**config.mk**
```make
export PLATFORM = sky130hd
export DESIGN_NAME = lu_writeback
export DESIGN_NICKNAME = d
export VERILOG_FILES = /design/src/rtl/lu_writeback.sv
export SDC_FILE = /design/constraint.sdc
export NUM_CORES = 1
export LEC_CHECK = 0
export BUFFER_PORTS_ARGS = -buffer_cell sky130_fd_sc_hd__buf_2
export CORE_UTILIZATION = 45
export DETAILED_ROUTE_END_ITERATION = 8
export PLACE_DENSITY = 0.71
export SYNTH_ARGS = -nofsm -noshare
export SYNTH_HDL_FRONTEND = slang
export SYNTH_SLANG_ARGS = --single-unit
```
**constraint.sdc**
```tcl
create_clock -name clk -period 4.7 [get_ports clk]
set_input_delay 0.94 -clock clk [delete_from_list [all_inputs] [get_ports clk]]
set_output_delay 0.94 -clock clk [all_outputs]
set_load 0.05 [all_outputs]
```
**src/rtl/lu_writeback.sv**
```systemverilog
// lu_writeback: writeback stage downstream of logic_unit.
//
// Accepts {result, NZVC, dest, setf} entries over a valid/ready handshake into a
// 2-entry FIFO and commits at most one entry per cycle into a small register
// file and the architectural NZVC flags register.
//
// Ports:
//   clk          clock, all state updates on the rising edge
//   rst          synchronous active-high reset
//   in_valid     logic_unit presents an entry this cycle
//   in_ready     stage can accept an entry this cycle (depends on state only)
//   in_result    result value to write
//   in_NZVC      flags to store verbatim (bit3=N, bit2=Z, bit1=V, bit0=C)
//   in_dest      destination register index
//   in_setf      entry updates the flags register on commit
//   wb_stall     register-file port busy; blocks commit this cycle
//   rd_addr      combinational read address
//   rd_data      regs[rd_addr]
//   flags        architectural NZVC register
//   commit_valid one-cycle registered pulse per committed entry
//   commit_dest  destination of the last commit
//   commit_cnt   committed-entry counter, wraps mod 256
module lu_writeback #(
    parameter int WIDTH = 8,
    parameter int NREGS = 4,
    parameter int AW    = 2
) (
    input  logic             clk,
    input  logic             rst,
    input  logic             in_valid,
    output logic             in_ready,
    input  logic [WIDTH-1:0] in_result,
    input  logic [3:0]       in_NZVC,
    input  logic [AW-1:0]    in_dest,
    input  logic             in_setf,
    input  logic             wb_stall,
    input  logic [AW-1:0]    rd_addr,
    output logic [WIDTH-1:0] rd_data,
    output logic [3:0]       flags,
    output logic             commit_valid,
    output logic [AW-1:0]    commit_dest,
    output logic [7:0]       commit_cnt
);

    // FIFO storage, indexed by a 1-bit pointer
    logic [WIDTH-1:0] fifo_result [2];
    logic [3:0]       fifo_nzvc   [2];
    logic [AW-1:0]    fifo_dest   [2];
    logic             fifo_setf   [2];
    logic             head;
    logic [1:0]       fifo_count;
    logic [1:0]       fifo_count_d;
    logic             wr_ptr;
    logic             push;
    logic             pop;

    logic [WIDTH-1:0] regs [NREGS];

    // Ready looks only at state, so a same-cycle pop never opens a full FIFO
    assign in_ready = !rst && (fifo_count < 2'd2);
    assign push     = in_valid && in_ready;
    assign pop      = (fifo_count != 2'd0) && !wb_stall;
    // Tail slot: head when empty, the other slot when one entry is held
    assign wr_ptr   = head ^ fifo_count[0];
    assign rd_data  = regs[rd_addr];

    always_comb begin
        fifo_count_d = fifo_count;
        case ({push, pop})
            2'b10:   fifo_count_d = fifo_count + 2'd1;
            2'b01:   fifo_count_d = fifo_count - 2'd1;
            default: fifo_count_d = fifo_count;
        endcase
    end

    // Payload slots need no reset; occupancy is tracked by head/fifo_count
    always_ff @(posedge clk) begin
        if (push) begin
            fifo_result[wr_ptr] <= in_result;
            fifo_nzvc[wr_ptr]   <= in_NZVC;
            fifo_dest[wr_ptr]   <= in_dest;
            fifo_setf[wr_ptr]   <= in_setf;
        end
    end

    always_ff @(posedge clk) begin
        if (rst) begin
            head         <= 1'b0;
            fifo_count   <= 2'd0;
            flags        <= 4'b0000;
            commit_valid <= 1'b0;
            commit_dest  <= '0;
            commit_cnt   <= 8'd0;
            for (int i = 0; i < NREGS; i++) begin
                regs[i] <= '0;
            end
        end else begin
            fifo_count   <= fifo_count_d;
            commit_valid <= pop;
            if (pop) begin
                regs[fifo_dest[head]] <= fifo_result[head];
                if (fifo_setf[head]) begin
                    flags <= fifo_nzvc[head];
                end
                commit_dest <= fifo_dest[head];
                commit_cnt  <= commit_cnt + 8'd1;
                head        <= ~head;
            end
        end
    end

endmodule

```
# [Word-level counts from Yosys, hierarchy flattened]
# Memory sizes are Yosys's and may differ from the RTL's. A register that Yosys moved wholly into a read port is not among the register bits.
# Index checks and enable logic that the tools add are counted.
[classes] addsub=3 n_reduce_logical=9 n_bitwise=2 magnitude_cmp=1 muxes=17 n_eq_ne=2
[op_table] cell="$mux 1" count=14
[op_table] cell="$add 8x1->8 const B" count=1
[op_table] cell="$mux 8" count=1
[op_table] cell="$reduce_or 8->1" count=1
[op_table] cell="$pmux 2 s2" count=1
[op_table] cell="$reduce_bool 2->1" count=2
[op_table] cell="$logic_and 1x1->1" count=3
[op_table] cell="$add 2x1->2 const B" count=1
[op_table] cell="$eq 2x1->1 const B" count=1
[op_table] cell="$eq 2x2->1 const B" count=1
[op_table] cell="$logic_not 1->1" count=2
[op_table] cell="$lt 2x2->1 const B" count=1
[op_table] cell="$mux 2" count=1
[op_table] cell="$reduce_and 2->1" count=1
[op_table] cell="$sub 2x1->2 const B" count=1
[op_table] cell="$not 1->1" count=1
[op_table] cell="$xor 1x1->1" count=1
[totals] out_inout_bits=24 n_memories=5 regBits=14 ram_bits=62
[memory_table] memory="regs" words=4 width=8 read_ports=1 rd_clocked_by_memory_dff=0 wr=4 line_no="57" rtl="logic [WIDTH-1:0] regs [NREGS];"
[memory_table] memory="fifo_result" words=2 width=8 read_ports=1 rd_clocked_by_memory_dff=1 wr=1 line_no="46" rtl="logic [WIDTH-1:0] fifo_result [2];"
[memory_table] memory="fifo_nzvc" words=2 width=4 read_ports=1 rd_clocked_by_memory_dff=1 wr=1 line_no="47" rtl="logic [3:0] fifo_nzvc [2];"
[memory_table] memory="fifo_dest" words=2 width=2 read_ports=1 rd_clocked_by_memory_dff=1 wr=1 line_no="48" rtl="logic [AW-1:0] fifo_dest [2];"
[memory_table] memory="fifo_setf" words=2 width=1 read_ports=1 rd_clocked_by_memory_dff=1 wr=1 line_no="49" rtl="logic fifo_setf [2];"

# [Logic depth before layout (Yosys ltp)]
# Gate-level depths: netlist of run 1.
[logic_depth] word_depth=7 ltp_mapped=7 ltp_nobuf=6

# [Worst setup path before layout of run 1]
# OpenSTA, ideal clock, no wires.
[synth_path] path_type="input to register" from="input port rst" to="memory fifo_dest[0][0], enable pin" arrival_ns=2.669 required_ns=4.314 path_stages=4 setup_time_ns=0.386 n_path_buf=1 path_slack_ns=1.645 path_cell_list="buf_2 nor2_1 nand2_1 nor2_1"
[synth_between] elab_chain_len=5
[synth_rtl] element="start, declared" line_no="29" rtl="input logic rst,"
[synth_rtl] element="$logic_not 1->1" line_no="60" rtl="assign in_ready = !rst && (fifo_count < 2'd2);"
[synth_rtl] element="$logic_and 1x1->1" line_no="60"
[synth_rtl] element="via in_ready" line_no="31" rtl="output logic in_ready,"
[synth_rtl] element="$logic_and 1x1->1" line_no="61" rtl="assign push = in_valid && in_ready;"
[synth_rtl] element="$mux 1" line_no="78" rtl="if (push) begin"
[synth_rtl] element="$mux 1 (implied by the code)" line_no="81" rtl="fifo_dest[wr_ptr] <= in_dest;"
[synth_rtl] element="end, declared" line_no="48"
# The timed path passes the listed nets, and every way through them passes these cells.

# [Worst setup path in the final report of run 1]
[layout_path] from="input port rd_addr[0]" to="output port rd_data[6]"
[layout_between] elab_chain_len=1
[layout_rtl] element="start, declared" line_no="37" rtl="input logic [AW-1:0] rd_addr,"
[layout_rtl] element="$mem_v2 4x8"
[layout_rtl] element="end, declared" line_no="38" rtl="output logic [WIDTH-1:0] rd_data,"
# No other way between the ends.

==> reports/summary.txt, run 1 <==
CTS
--------------------------------------------------------------------------------------
Number of sinks handled by clock tree synthesis                                     81
CTS hold repair buffers                                                              0
Number of clock buffers inserted by TritonCTS                                        9
Maximum number of buffers from clock root to sink                                    2
Clock tree from TritonCTS                                                         done
Setup repair bufs after CTS                                                          0
Buffer cell driving the clock tree root                                       clkbuf_8
Number of cells upsized or downsized after cts                                       0
H-tree levels                                                                        3
Skew-Pair Late Insertion Delay                                                 0.34 ns
Clk pin slew, worst setup/hold paths                                           0.08 ns

PLACE
--------------------------------------------------------------------------------------
DP Wirelength                                                                  3630 µm
Setup Slack @ Placement                                                        1.79 ns
Number of I/O port buffers                                                          44
Weighted congestion reported at the end of routability-driven placement          0.730

WORST SETUP PATH
--------------------------------------------------------------------------------------
Worst Reg-to-Reg Cells                                                               5
Endpoint of the most critical register-to-register path                   fifo_count[1]
Register-to-register setup slack                                               2.23 ns
Kind of start point of the critical path                                  primary input
Crit-path max FO                                                                     8
Data required time at the worst endpoint                                       3.76 ns
Crit path DAT                                                                  1.94 ns
Number of buffer and inverter instances along the worst setup path                   2
Worst setup path startpoint                                                 rd_addr[0]
Worst Setup End Kind                                                       output port
Crit Path Category                                                           in -> out
Kind of cell adding the most delay to the critical path                   multiplexers
R2r startpoint                                                            fifo_count[0]
Worst-path cell chain                                                     buf_2, mux4_2, buf_2
Maximum cell stage delay along the critical path                               0.53 ns
Most frequent CP cell                                                            buf_2
Slowest stage cell on the critical path                                         mux4_2

TIMING
--------------------------------------------------------------------------------------
Number of endpoints with negative hold slack in the final report                     0
Worst relative slew slack                                                        44.7%
Worst-margin pin slew                                                         0.828 ns
Number of max-slew violations in the final report                                    0
Final-report setup violation count                                                   0
TNS Setup                                                                         0 ns
Final Skew                                                                   0.0104 ns
Unrepaired setup endpoints after global routing                                  false
Minimum setup slack in the final design                                        1.82 ns
Highest clock frequency the design can meet                                    347 MHz
Min Tclk post-route                                                            2.88 ns
Period utilization                                                               61.3%

LOGIC SYNTHESIS
--------------------------------------------------------------------------------------
Most used DFF post-synth                                                      edfxtp_1
Syn Inst Count                                                                     230
Largest area contributor in the netlist                                       edfxtp_1
Number of warning messages in the yosys log                                          0
Share of async-settable or async-resettable flops after synthesis                   0%
Number of different library cells in the post-synthesis netlist                     36
Leading cell type by number of instances after synthesis                      edfxtp_1
Synth Net Count                                                                    253
Most common library cells after synthesis                                 62 x edfxtp_1, 35 x nor2_1, 19 x dfxtp_1, 12 x a21oi_1, 12 x mux2i_1
Number of enable-type register cells in the synthesized netlist                     62
Cell Area, Synth                                                           0.00332 mm²
Post-synthesis register bit count                                                   81
Most area-consuming cells after synthesis                                 edfxtp_1 56%, dfxtp_1 11%, mux4_2 5.4%
Sequential element share of the synthesized area                                 67.6%
Average instance area after synthesis                                         14.4 µm²
Fraction of synthesized cell area taken by the top area cell type                56.1%

FLOORPLANNING
--------------------------------------------------------------------------------------
Number of standard-cell rows in the floorplan                                       30
Die Wd                                                                         87.9 µm
Die boundary height                                                            87.9 µm
Top-level I/O count                                                                 45
Area of the core region                                                    0.00694 mm²
Initial Utilization                                                              47.8%
Die ar.                                                                    0.00772 mm²

FINISH
--------------------------------------------------------------------------------------
Number of nets in the layout                                                       297
Area added between synthesis and finish                                          13.3%
Share of final-layout standard cells stronger than drive strength 1              28.7%
Fill count                                                                         587
Diode insertion count for antenna repair                                             0

ROUTE
--------------------------------------------------------------------------------------
Routed length per instance                                                     13.9 µm
Antenna Violating Nets Remaining                                                     0
Via count normalized by instance count                                            5.05
Total wire length                                                              5200 µm
Number of optimization iterations in the first detailed-route pass                   4
Via total after detailed routing                                                  1893
Number of remaining DRC errors                                                       0
Starting DRC count in detailed routing                                             145

WORST HOLD PATH
--------------------------------------------------------------------------------------
Sink of the worst hold path                                               commit_dest[1]
Origin of the worst min-delay path                                        commit_dest[1]
Hold Crit Depth                                                                      2
Worst min-delay path category                                               reg -> reg

GLOBAL ROUTING
--------------------------------------------------------------------------------------
Sum of overflow across all layers after global routing                               0
Wire length of the first global-routing pass                                   8290 µm
GRT Overall Usage                                                                14.6%
Maximum number of pins on one net before global-route repair                        34
Routing layer with the top usage in global route                                  met2
Vias in the first global route                                                    1688
Met2 track demand over resource in global routing                                22.0%
Met1 routing resource usage after global routing                                 19.9%
Number of antenna violations at the first check in global routing                    0
Global Route met3 Usage                                                          4.71%

FLOW RUN
--------------------------------------------------------------------------------------
Max-capacitance violation count                                                      0

OUTCOME
--------------------------------------------------------------------------------------
Outcome                                                                   complete, no violations

POWER AND IR DROP
--------------------------------------------------------------------------------------
Lkg Pwr                                                                        1.40 nW
Peak supply drop                                                                244 µV
Power density over the cells                                                475 mW/mm²

[state kept, by name (all words and copies together) (netlist names), named ones only]
register / count
commit_cnt: 8
commit_dest: 2
commit_valid: 1
fifo_count: 2
fifo_dest: 4
fifo_nzvc: 8
fifo_result: 16
fifo_setf: 2
flags: 4
head: 1
regs: 32
[layout make-up]
cell class | count | area, µm² | share of cell area, %
clock buffers | 11 | 131 | 3.50
clock inverters | 5 | 32.5 | 0.866
inverters | 12 | 45.0 | 1.20
multi-input cells | 125 | 960 | 25.5
flip-flops and latches | 81 | 2240 | 59.7
well taps | 96 | 120 | 3.20
repair buffers | 45 | 228 | 6.06
[stage by stage]
| stage | total power, mW | std cells | utilization, % | hold slack [ns] | area (µm²) |
|---|---|---|---|---|---|
| floorplan | 1.30 | 230 | - | 0.506 | 3320 |
| global placement | 1.37 | 359 | 51.8 | 0.462 | 3590 |
| detailed placement | 1.38 | 359 | 51.8 | 0.465 | 3590 |
| CTS | 1.80 | 375 | 54.1 | 0.476 | 3760 |
| global route | 1.88 | 375 | 54.1 | 0.486 | 3760 |
| finish | 1.78 | 375 | 54.1 | 0.475 | 3760 |
[worst max path at each step]
stage	cells after the start	end
global placement	3	rd_data[2]
CTS	3	rd_data[6]
finish	3	rd_data[6]
detailed placement	3	rd_data[6]
floorplan	4	fifo_dest[0][0]
global route	3	rd_data[5]
[routing by layer]
| layer | vias up | routed length (µm) |
|---|---|---|
| li1 | 943 | - |
| met1 | 896 | 2460 |
| met2 | 47 | 2420 |
| met3 | 7 | 235 |
| met4 | 0 | 78 |
| met5 | - | 0 |
[power breakdown]
part	total [mW]	switching, mW	internal [mW]
Clock	0.423	0.232	0.191
Sequential	0.950	0.0670	0.883
Combinational	0.411	0.274	0.137
[placed cells by master (no fill, tap or decap), drive strengths merged, types with 4 or more instances in the layout]
cell type and count:
edfxtp 62, inv 11, buf 45, mux4 8, mux2i 12, a21oi 13, or3 11, a311oi 4
clkbuf 11, o21bai 5, nor2 35, nand2 7, dfxtp 19, clkinv 6
[cell families after synthesis]
group | Yosys count | share of synthesized area, %
compound gates | 32 | 6.98
xor+xnor | 5 | 1.32
fa+ha+maj | 2 | 0.754
buf+inv | 24 | 3.51
flops | 81 | 67.6
mux | 23 | 10.1
simple gates | 63 | 9.80
[worst min-delay path, cell delays in order (launching register included)]
cell,delay (ns)
dfxtp_1,0.33
nand2_1,0.06
a21oi_1,0.05
Note: power is estimated with default switching activity, not from simulation.
==> run 2: changes to the inputs <==
--- a/config.mk
+++ b/config.mk
@@ -8,7 +8,7 @@
 export BUFFER_PORTS_ARGS = -buffer_cell sky130_fd_sc_hd__buf_2
 export CORE_UTILIZATION = 45
 export DETAILED_ROUTE_END_ITERATION = 8
-export PLACE_DENSITY = 0.71
+export PLACE_DENSITY = 0.73
 export SYNTH_ARGS = -nofsm -noshare
 export SYNTH_HDL_FRONTEND = slang
 export SYNTH_SLANG_ARGS = --single-unit
==> constraint.sdc (replaced) <==
create_clock -name clk -period 2.6 [get_ports clk]
set_input_delay 0.52 -clock clk [delete_from_list [all_inputs] [get_ports clk]]
set_output_delay 0.52 -clock clk [all_outputs]
set_load 0.05 [all_outputs]
==> reports/summary.txt, run 2 (same netlist as run 1, synthesis figures left out) <==
TIMING
--------------------------------------------------------------------------------------
Highest clock frequency the design can meet                                    489 MHz
Final-report setup violation count                                                   0   unchanged
Final Hold Slack                                                              0.364 ns   was 0.475 ns
Unrepaired setup endpoints after global routing                                  false   unchanged
Min Tclk post-route                                                            2.05 ns
Worst-margin pin slew                                                         0.683 ns   was 0.828 ns
Number of max-slew violations in the final report                                    0   unchanged
Final Skew                                                                   0.0125 ns   was 0.0104 ns
Period utilization                                                               78.7%
Worst relative slew slack                                                        54.4%   was 44.7%
Number of endpoints with negative hold slack in the final report                     0   unchanged
TNS Setup                                                                         0 ns   unchanged

CTS
--------------------------------------------------------------------------------------
Number of clock buffers inserted by TritonCTS                                        9   unchanged
H-tree levels                                                                        3   unchanged
Setup repair bufs after CTS                                                          0   unchanged
Clk pin slew, worst setup/hold paths                                           0.07 ns   was 0.08 ns
Clock tree from TritonCTS                                                         done   unchanged
Number of sinks handled by clock tree synthesis                                     81   unchanged
Skew-Pair Late Insertion Delay                                                 0.35 ns   was 0.34 ns
Number of cells upsized or downsized after cts                                       0   unchanged
Buffer cell driving the clock tree root                                       clkbuf_8   unchanged
Maximum number of buffers from clock root to sink                                    2   unchanged
CTS hold repair buffers                                                              0   unchanged

FLOORPLANNING
--------------------------------------------------------------------------------------
Die boundary height                                                            87.9 µm   unchanged
Initial Utilization                                                              47.8%   unchanged
Top-level I/O count                                                                 45   unchanged
Die Wd                                                                         87.9 µm   unchanged
Die ar.                                                                    0.00772 mm²   unchanged
Area of the core region                                                    0.00694 mm²   unchanged
Number of standard-cell rows in the floorplan                                       30   unchanged

FINISH
--------------------------------------------------------------------------------------
Area added between synthesis and finish                                          16.5%   was 13.3%
Share of final-layout standard cells stronger than drive strength 1              30.9%   was 28.7%
Final core utilization                                                           55.7%   was 54.1%
Registers with the highest flip-flop counts                               regs x32, fifo_result x16   unchanged
Commonest non-fill, non-tap cell in the layout                                edfxtp_1   unchanged
Final std cells w/o fill                                                           384   was 375
Diode insertion count for antenna repair                                             0   unchanged
Max FFs per register                                                                32   unchanged
Leading cell types in the layout, fill and taps excluded                  62 x edfxtp_1, 44 x buf_2, 34 x nor2_1   was 62 x edfxtp_1, 44 x buf_2, 35 x nor2_1
Number of nets in the layout                                                       306   was 297
Most flop-heavy register                                                          regs   unchanged
Fill count                                                                         566   was 587

PLACE
--------------------------------------------------------------------------------------
Total placed cells including tap cells                                             368   was 359
Weighted congestion reported at the end of routability-driven placement          0.730   unchanged
DP Wirelength                                                                  3790 µm   was 3630 µm
Number of I/O port buffers                                                          44   unchanged

GLOBAL ROUTING
--------------------------------------------------------------------------------------
Maximum number of pins on one net before global-route repair                        28   was 34
Number of antenna violations at the first check in global routing                    0   unchanged
Vias in the first global route                                                    1857   was 1688
GRT Overall Usage                                                                15.8%   was 14.6%
Sum of overflow across all layers after global routing                               0   unchanged
Wire length of the first global-routing pass                                   8820 µm   was 8290 µm

ROUTE
--------------------------------------------------------------------------------------
Number of optimization iterations in the first detailed-route pass                   4   unchanged
Routed length per instance                                                     14.1 µm   was 13.9 µm
Antenna Violating Nets Remaining                                                     0   unchanged
Total wire length                                                              5420 µm   was 5200 µm
Starting DRC count in detailed routing                                              96   was 145
Via count normalized by instance count                                            4.97   was 5.05
Via total after detailed routing                                                  1909   was 1893
Number of remaining DRC errors                                                       0   unchanged

WORST SETUP PATH
--------------------------------------------------------------------------------------
Worst Setup End Kind                                                       output port   unchanged
Data required time at the worst endpoint                                       2.08 ns   was 3.76 ns
Kind of start point of the critical path                                  primary input   unchanged
R2r startpoint                                                            fifo_count[1]   was fifo_count[0]
Crit path DAT                                                                  1.53 ns   was 1.94 ns
Crit-path max FO                                                                     8   unchanged
Worst setup path startpoint                                                 rd_addr[0]   unchanged
Crit Path Category                                                           in -> out   unchanged

POWER AND IR DROP
--------------------------------------------------------------------------------------
Lkg Pwr                                                                        1.45 nW   was 1.40 nW
Power density over the cells                                                886 mW/mm²   was 475 mW/mm²
Peak supply drop                                                                387 µV   was 244 µV
Power, Total                                                                   3.42 mW   was 1.78 mW

OUTCOME
--------------------------------------------------------------------------------------
Outcome                                                                   complete, no violations   unchanged

WORST HOLD PATH
--------------------------------------------------------------------------------------
Worst min-delay path category                                                in -> reg   was reg -> reg
Origin of the worst min-delay path                                        in_result[1]   was commit_dest[1]

FLOW RUN
--------------------------------------------------------------------------------------
Max-capacitance violation count                                                      0   unchanged

-- run 2: changes by cell type in the layout (fill, tap and decap cells not counted), moves of 2 or more --
cell      before  now
clkinv_2       3    0
clkbuf_8       9   11
clkinv_4       2    0
buf_4          1   10
-- run 2: layout make-up --
class,instances,area [µm²],share of cell area [%]
timing repair buffer,54,295,7.64
clock buffer,13,159,4.11
inverter,12,45.0,1.17
multi-input combinational,125,962,24.9
sequential,81,2240,58.0
tap,96,120,3.11
clock inverter,3,41.3,1.07
-- run 2: layer usage --
layer	vias up	track usage, %	wire, µm
li1	960	-	-
met1	892	19.8	2470
met4	0	8.64	57
met5	-	0	0
met2	52	25.2	2620
met3	5	4.05	270
-- run 2: through the flow --
step | setup slack, ns | area [µm²]
after floorplan | 0.241 | 3320
after global placement | 0.543 | 3660
after detailed placement | 0.533 | 3660
after CTS | 0.533 | 3860
after global routing | 0.390 | 3860
final | 0.554 | 3860
-- run 2: worst max-delay path, stage by stage --
cell	delay [ns]
buf_2	0.24
mux4_2	0.54
buf_2	0.22
-- run 2: worst paths after layout --
kind	to	slack (ns)	depth (start not counted)
setup reg to reg	fifo_count[1]	0.61	5
hold / removal	fifo_result[1][1]	0.36	1
setup / recovery	rd_data[1]	0.55	3
hold reg to reg	commit_dest[1]	0.48	2
-- run 2: power breakdown --
part | internal, mW | switching [mW]
Clock | 0.494 | 0.422
Sequential | 1.60 | 0.0985
Combinational | 0.284 | 0.531
==> run 3: changes to the inputs <==
--- a/config.mk
+++ b/config.mk
@@ -5,10 +5,11 @@
 export SDC_FILE = /design/constraint.sdc
 export NUM_CORES = 1
 export LEC_CHECK = 0
+export ABC_AREA = 1
 export BUFFER_PORTS_ARGS = -buffer_cell sky130_fd_sc_hd__buf_2
 export CORE_UTILIZATION = 45
 export DETAILED_ROUTE_END_ITERATION = 8
-export PLACE_DENSITY = 0.73
+export PLACE_DENSITY = 0.71
 export SYNTH_ARGS = -nofsm -noshare
 export SYNTH_HDL_FRONTEND = slang
 export SYNTH_SLANG_ARGS = --single-unit
==> constraint.sdc (replaced) <==
create_clock -name clk -period 2 [get_ports clk]
set_input_delay 0.4 -clock clk [delete_from_list [all_inputs] [get_ports clk]]
set_output_delay 0.4 -clock clk [all_outputs]
set_load 0.05 [all_outputs]
==> reports/summary.txt, run 3 <==
OUTCOME
--------------------------------------------------------------------------------------
Outcome                                                                   complete, no violations   unchanged

ROUTE
--------------------------------------------------------------------------------------
Routed length per instance                                                     11.7 µm   was 14.1 µm
Number of optimization iterations in the first detailed-route pass                   4   unchanged
Via total after detailed routing                                                  2240   was 1909
Via count normalized by instance count                                            4.63   was 4.97
Starting DRC count in detailed routing                                             160   was 96
Total wire length                                                              5660 µm   was 5420 µm
Antenna Violating Nets Remaining                                                     0   unchanged
Number of remaining DRC errors                                                       0   unchanged

CTS
--------------------------------------------------------------------------------------
Buffer cell driving the clock tree root                                       clkbuf_8   unchanged
H-tree levels                                                                        3   unchanged
Number of sinks handled by clock tree synthesis                                     81   unchanged
Clk pin slew, worst setup/hold paths                                           0.08 ns   was 0.07 ns
Maximum number of buffers from clock root to sink                                    2   unchanged
Skew-Pair Late Insertion Delay                                                 0.35 ns   about the same
Setup repair bufs after CTS                                                          0   unchanged
Number of cells upsized or downsized after cts                                       0   unchanged
Number of clock buffers inserted by TritonCTS                                        9   unchanged
CTS hold repair buffers                                                              0   unchanged
Clock tree from TritonCTS                                                         done   unchanged

FLOORPLANNING
--------------------------------------------------------------------------------------
Die ar.                                                                    0.00789 mm²   was 0.00772 mm²
Die boundary height                                                            88.9 µm   was 87.9 µm
Top-level I/O count                                                                 45   unchanged
Die Wd                                                                         88.9 µm   was 87.9 µm
Initial Utilization                                                              46.8%   was 47.8%
Number of standard-cell rows in the floorplan                                       31   was 30
Area of the core region                                                    0.00725 mm²   was 0.00694 mm²

FINISH
--------------------------------------------------------------------------------------
Number of nets in the layout                                                       403   was 306
Max FFs per register                                                                32   unchanged
Diode insertion count for antenna repair                                             0   unchanged
Area added between synthesis and finish                                          18.3%   was 16.5%
Final std cells w/o fill                                                           484   was 384
Commonest non-fill, non-tap cell in the layout                                edfxtp_1   unchanged
Share of final-layout standard cells stronger than drive strength 1              24.9%   was 30.9%
Registers with the highest flip-flop counts                               regs x32, fifo_result x16   unchanged
Most flop-heavy register                                                          regs   unchanged
Final core utilization                                                           55.4%   was 55.7%
Leading cell types in the layout, fill and taps excluded                  62 x edfxtp_1, 56 x nor2_1, 52 x nand2_1   was 62 x edfxtp_1, 44 x buf_2, 34 x nor2_1

LOGIC SYNTHESIS
--------------------------------------------------------------------------------------
Post-synthesis register bit count                                                   81   unchanged
Sequential element share of the synthesized area                                 66.1%   was 67.6%
Synth Net Count                                                                    346   was 253
Number of warning messages in the yosys log                                          0   unchanged
Syn Inst Count                                                                     323   was 230
Largest area contributor in the netlist                                       edfxtp_1   unchanged
Most common library cells after synthesis                                 62 x edfxtp_1, 59 x nor2_1, 52 x nand2_1, 39 x inv_1, 37 x o21ai_0   was 62 x edfxtp_1, 35 x nor2_1, 19 x dfxtp_1, 12 x a21oi_1, 12 x mux2i_1
Leading cell type by number of instances after synthesis                      edfxtp_1   unchanged
Average instance area after synthesis                                         10.5 µm²   was 14.4 µm²
Cell Area, Synth                                                           0.00339 mm²   was 0.00332 mm²
Most area-consuming cells after synthesis                                 edfxtp_1 55%, dfxtp_1 11%, nor2_1 6.5%   was edfxtp_1 56%, dfxtp_1 11%, mux4_2 5.4%
Number of different library cells in the post-synthesis netlist                     26   was 36
Most used DFF post-synth                                                      edfxtp_1   unchanged
Fraction of synthesized cell area taken by the top area cell type                54.8%   was 56.1%
Number of enable-type register cells in the synthesized netlist                     62   unchanged
Share of async-settable or async-resettable flops after synthesis                   0%   unchanged

WORST HOLD PATH
--------------------------------------------------------------------------------------
Origin of the worst min-delay path                                          in_NZVC[0]   was in_result[1]
Hold Crit Depth                                                                      1   unchanged
Sink of the worst hold path                                               fifo_nzvc[1][0]   was fifo_result[1][1]
Worst min-delay path category                                                in -> reg   unchanged

WORST SETUP PATH
--------------------------------------------------------------------------------------
Register-to-register setup slack                                               0.27 ns   was 0.61 ns
Data required time at the worst endpoint                                       1.60 ns   was 2.08 ns
R2r startpoint                                                            fifo_count[0]   was fifo_count[1]
Worst-path cell chain                                                     buf_2, inv_1, o21ai_0, o22ai_2, buf_2   was buf_2, mux4_2, buf_2
Kind of cell adding the most delay to the critical path                   buffers and inverters   was multiplexers
Crit path DAT                                                                  1.38 ns   was 1.53 ns
Slowest stage cell on the critical path                                          inv_1   was mux4_2
Number of buffer and inverter instances along the worst setup path                   3   was 2
Kind of start point of the critical path                                  primary input   unchanged
Endpoint of the most critical register-to-register path                     regs[0][2]   was fifo_count[1]
Crit Path Category                                                           in -> out   unchanged
Most frequent CP cell                                                            buf_2   unchanged
Crit-path max FO                                                                    16   was 8
Worst Setup End Kind                                                       output port   unchanged
Worst Reg-to-Reg Cells                                                               6   was 5
Maximum cell stage delay along the critical path                               0.30 ns   was 0.54 ns

GLOBAL ROUTING
--------------------------------------------------------------------------------------
Number of antenna violations at the first check in global routing                    0   unchanged
Vias in the first global route                                                    1997   was 1857
Maximum number of pins on one net before global-route repair                        17   was 28
GRT Overall Usage                                                                16.0%   was 15.8%
Sum of overflow across all layers after global routing                               0   unchanged
Wire length of the first global-routing pass                                   9070 µm   was 8820 µm

TIMING
--------------------------------------------------------------------------------------
Period utilization                                                               89.1%
Unrepaired setup endpoints after global routing                                  false   unchanged
Final Skew                                                                  0.00929 ns   was 0.0125 ns
Worst relative slew slack                                                        65.9%   was 54.4%
Number of max-slew violations in the final report                                    0   unchanged
Min Tclk post-route                                                            1.78 ns
Worst-margin pin slew                                                         0.507 ns   was 0.683 ns
TNS Setup                                                                         0 ns   unchanged
Number of endpoints with negative hold slack in the final report                     0   unchanged
Final Hold Slack                                                              0.240 ns   was 0.364 ns
Final-report setup violation count                                                   0   unchanged
Highest clock frequency the design can meet                                    561 MHz

POWER AND IR DROP
--------------------------------------------------------------------------------------
Internal power consumption                                                     2.86 mW   was 2.37 mW
Net switching power figure                                                     1.31 mW   was 1.05 mW
Combinational share of power                                                     21.4%   was 23.8%
Lkg Pwr                                                                        1.71 nW   was 1.45 nW
Peak supply drop                                                                484 µV   was 387 µV
Clock power frac                                                                 27.6%   was 26.7%
Power density over the cells                                               1040 mW/mm²   was 886 mW/mm²
Net switching share of the total power                                           31.5%   was 30.7%
Seq pwr share                                                                    51.0%   was 49.5%

PLACE
--------------------------------------------------------------------------------------
Total placed cells including tap cells                                             468   was 368
Number of I/O port buffers                                                          44   unchanged
DP Wirelength                                                                  4190 µm   was 3790 µm
Weighted congestion reported at the end of routability-driven placement          0.711   was 0.730

FLOW RUN
--------------------------------------------------------------------------------------
Max-capacitance violation count                                                      0   unchanged

## run 3: cell types whose count changed after synthesis, moves of 6 or more
cell | previous run | this run
o22ai_1 | 0 | 8
o21ai_0 | 3 | 37
inv_1 | 11 | 39
nand2_4 | 0 | 8
nor2_1 | 35 | 59
nand3_1 | 1 | 9
a21oi_1 | 12 | 6
nand2_1 | 7 | 52
or3_4 | 7 | 0
mux2i_1 | 12 | 0
mux4_2 | 8 | 0
## run 3: cell type report
class	count	area [µm²]
Clock buffer	9	124
Clock inverter	7	70.1
Fill cell	643	3240
Inverter	40	151
Multi-Input combinational cell	193	1000
Sequential cell	81	2240
Tap cell	99	124
Timing Repair Buffer	55	303
## run 3: power by group through the flow
stage / sequential (mW) / clock (mW) / combinational [mW]
2_1_floorplan: 2.23 / 0 / 0.614
3_3_place_gp: 2.16 / 0 / 0.885
3_5_place_dp: 2.17 / 0 / 0.905
4_1_cts: 2.13 / 1.18 / 0.909
5_1_grt: 2.15 / 1.26 / 0.994
6_report: 2.13 / 1.15 / 0.893
## run 3: layer usage
metal	global-route usage (%)	wire length [µm]	part of all wire (%)
met1	20.0	2640	47
met5	0	0	0
met2	25.5	2740	48
met3	4.57	182	3.2
met4	7.92	95	1.7
## run 3: cell families (layout without fill, tap and decap cells)
kind of cell / Yosys count / in the layout / synth area share, %
compound gates: 52 / 52 / 8.04
xor+xnor: 2 / 2 / 0.516
fa+ha+maj: 2 / 2 / 0.737
buf+inv: 49 / 111 / 6.27
flops: 81 / 81 / 66.1
simple gates: 137 / 137 / 18.4
## run 3: worst max-delay path by stage
stage | slack (ns) | cells past startpoint | from | end
final | 0.22 | 5 | rd_addr[0] | rd_data[5]
after global routing | 0.11 | 6 | fifo_count[0] | regs[0][2]
after CTS | 0.20 | 5 | rd_addr[0] | rd_data[5]
after detailed placement | 0.20 | 5 | rd_addr[0] | rd_data[4]
after global placement | 0.23 | 5 | rd_addr[0] | rd_data[5]
after floorplan | 0.10 | 4 | rst | fifo_dest[0][0]
## run 3: metrics by stage
step | total power, mW | setup WS [ns] | area [µm²]
floorplan | 2.84 | 0.103 | 3460
global placement | 3.04 | 0.234 | 3820
detailed placement | 3.07 | 0.202 | 3820
CTS | 4.21 | 0.204 | 4020
global route | 4.40 | 0.112 | 4020
finish | 4.17 | 0.219 | 4020
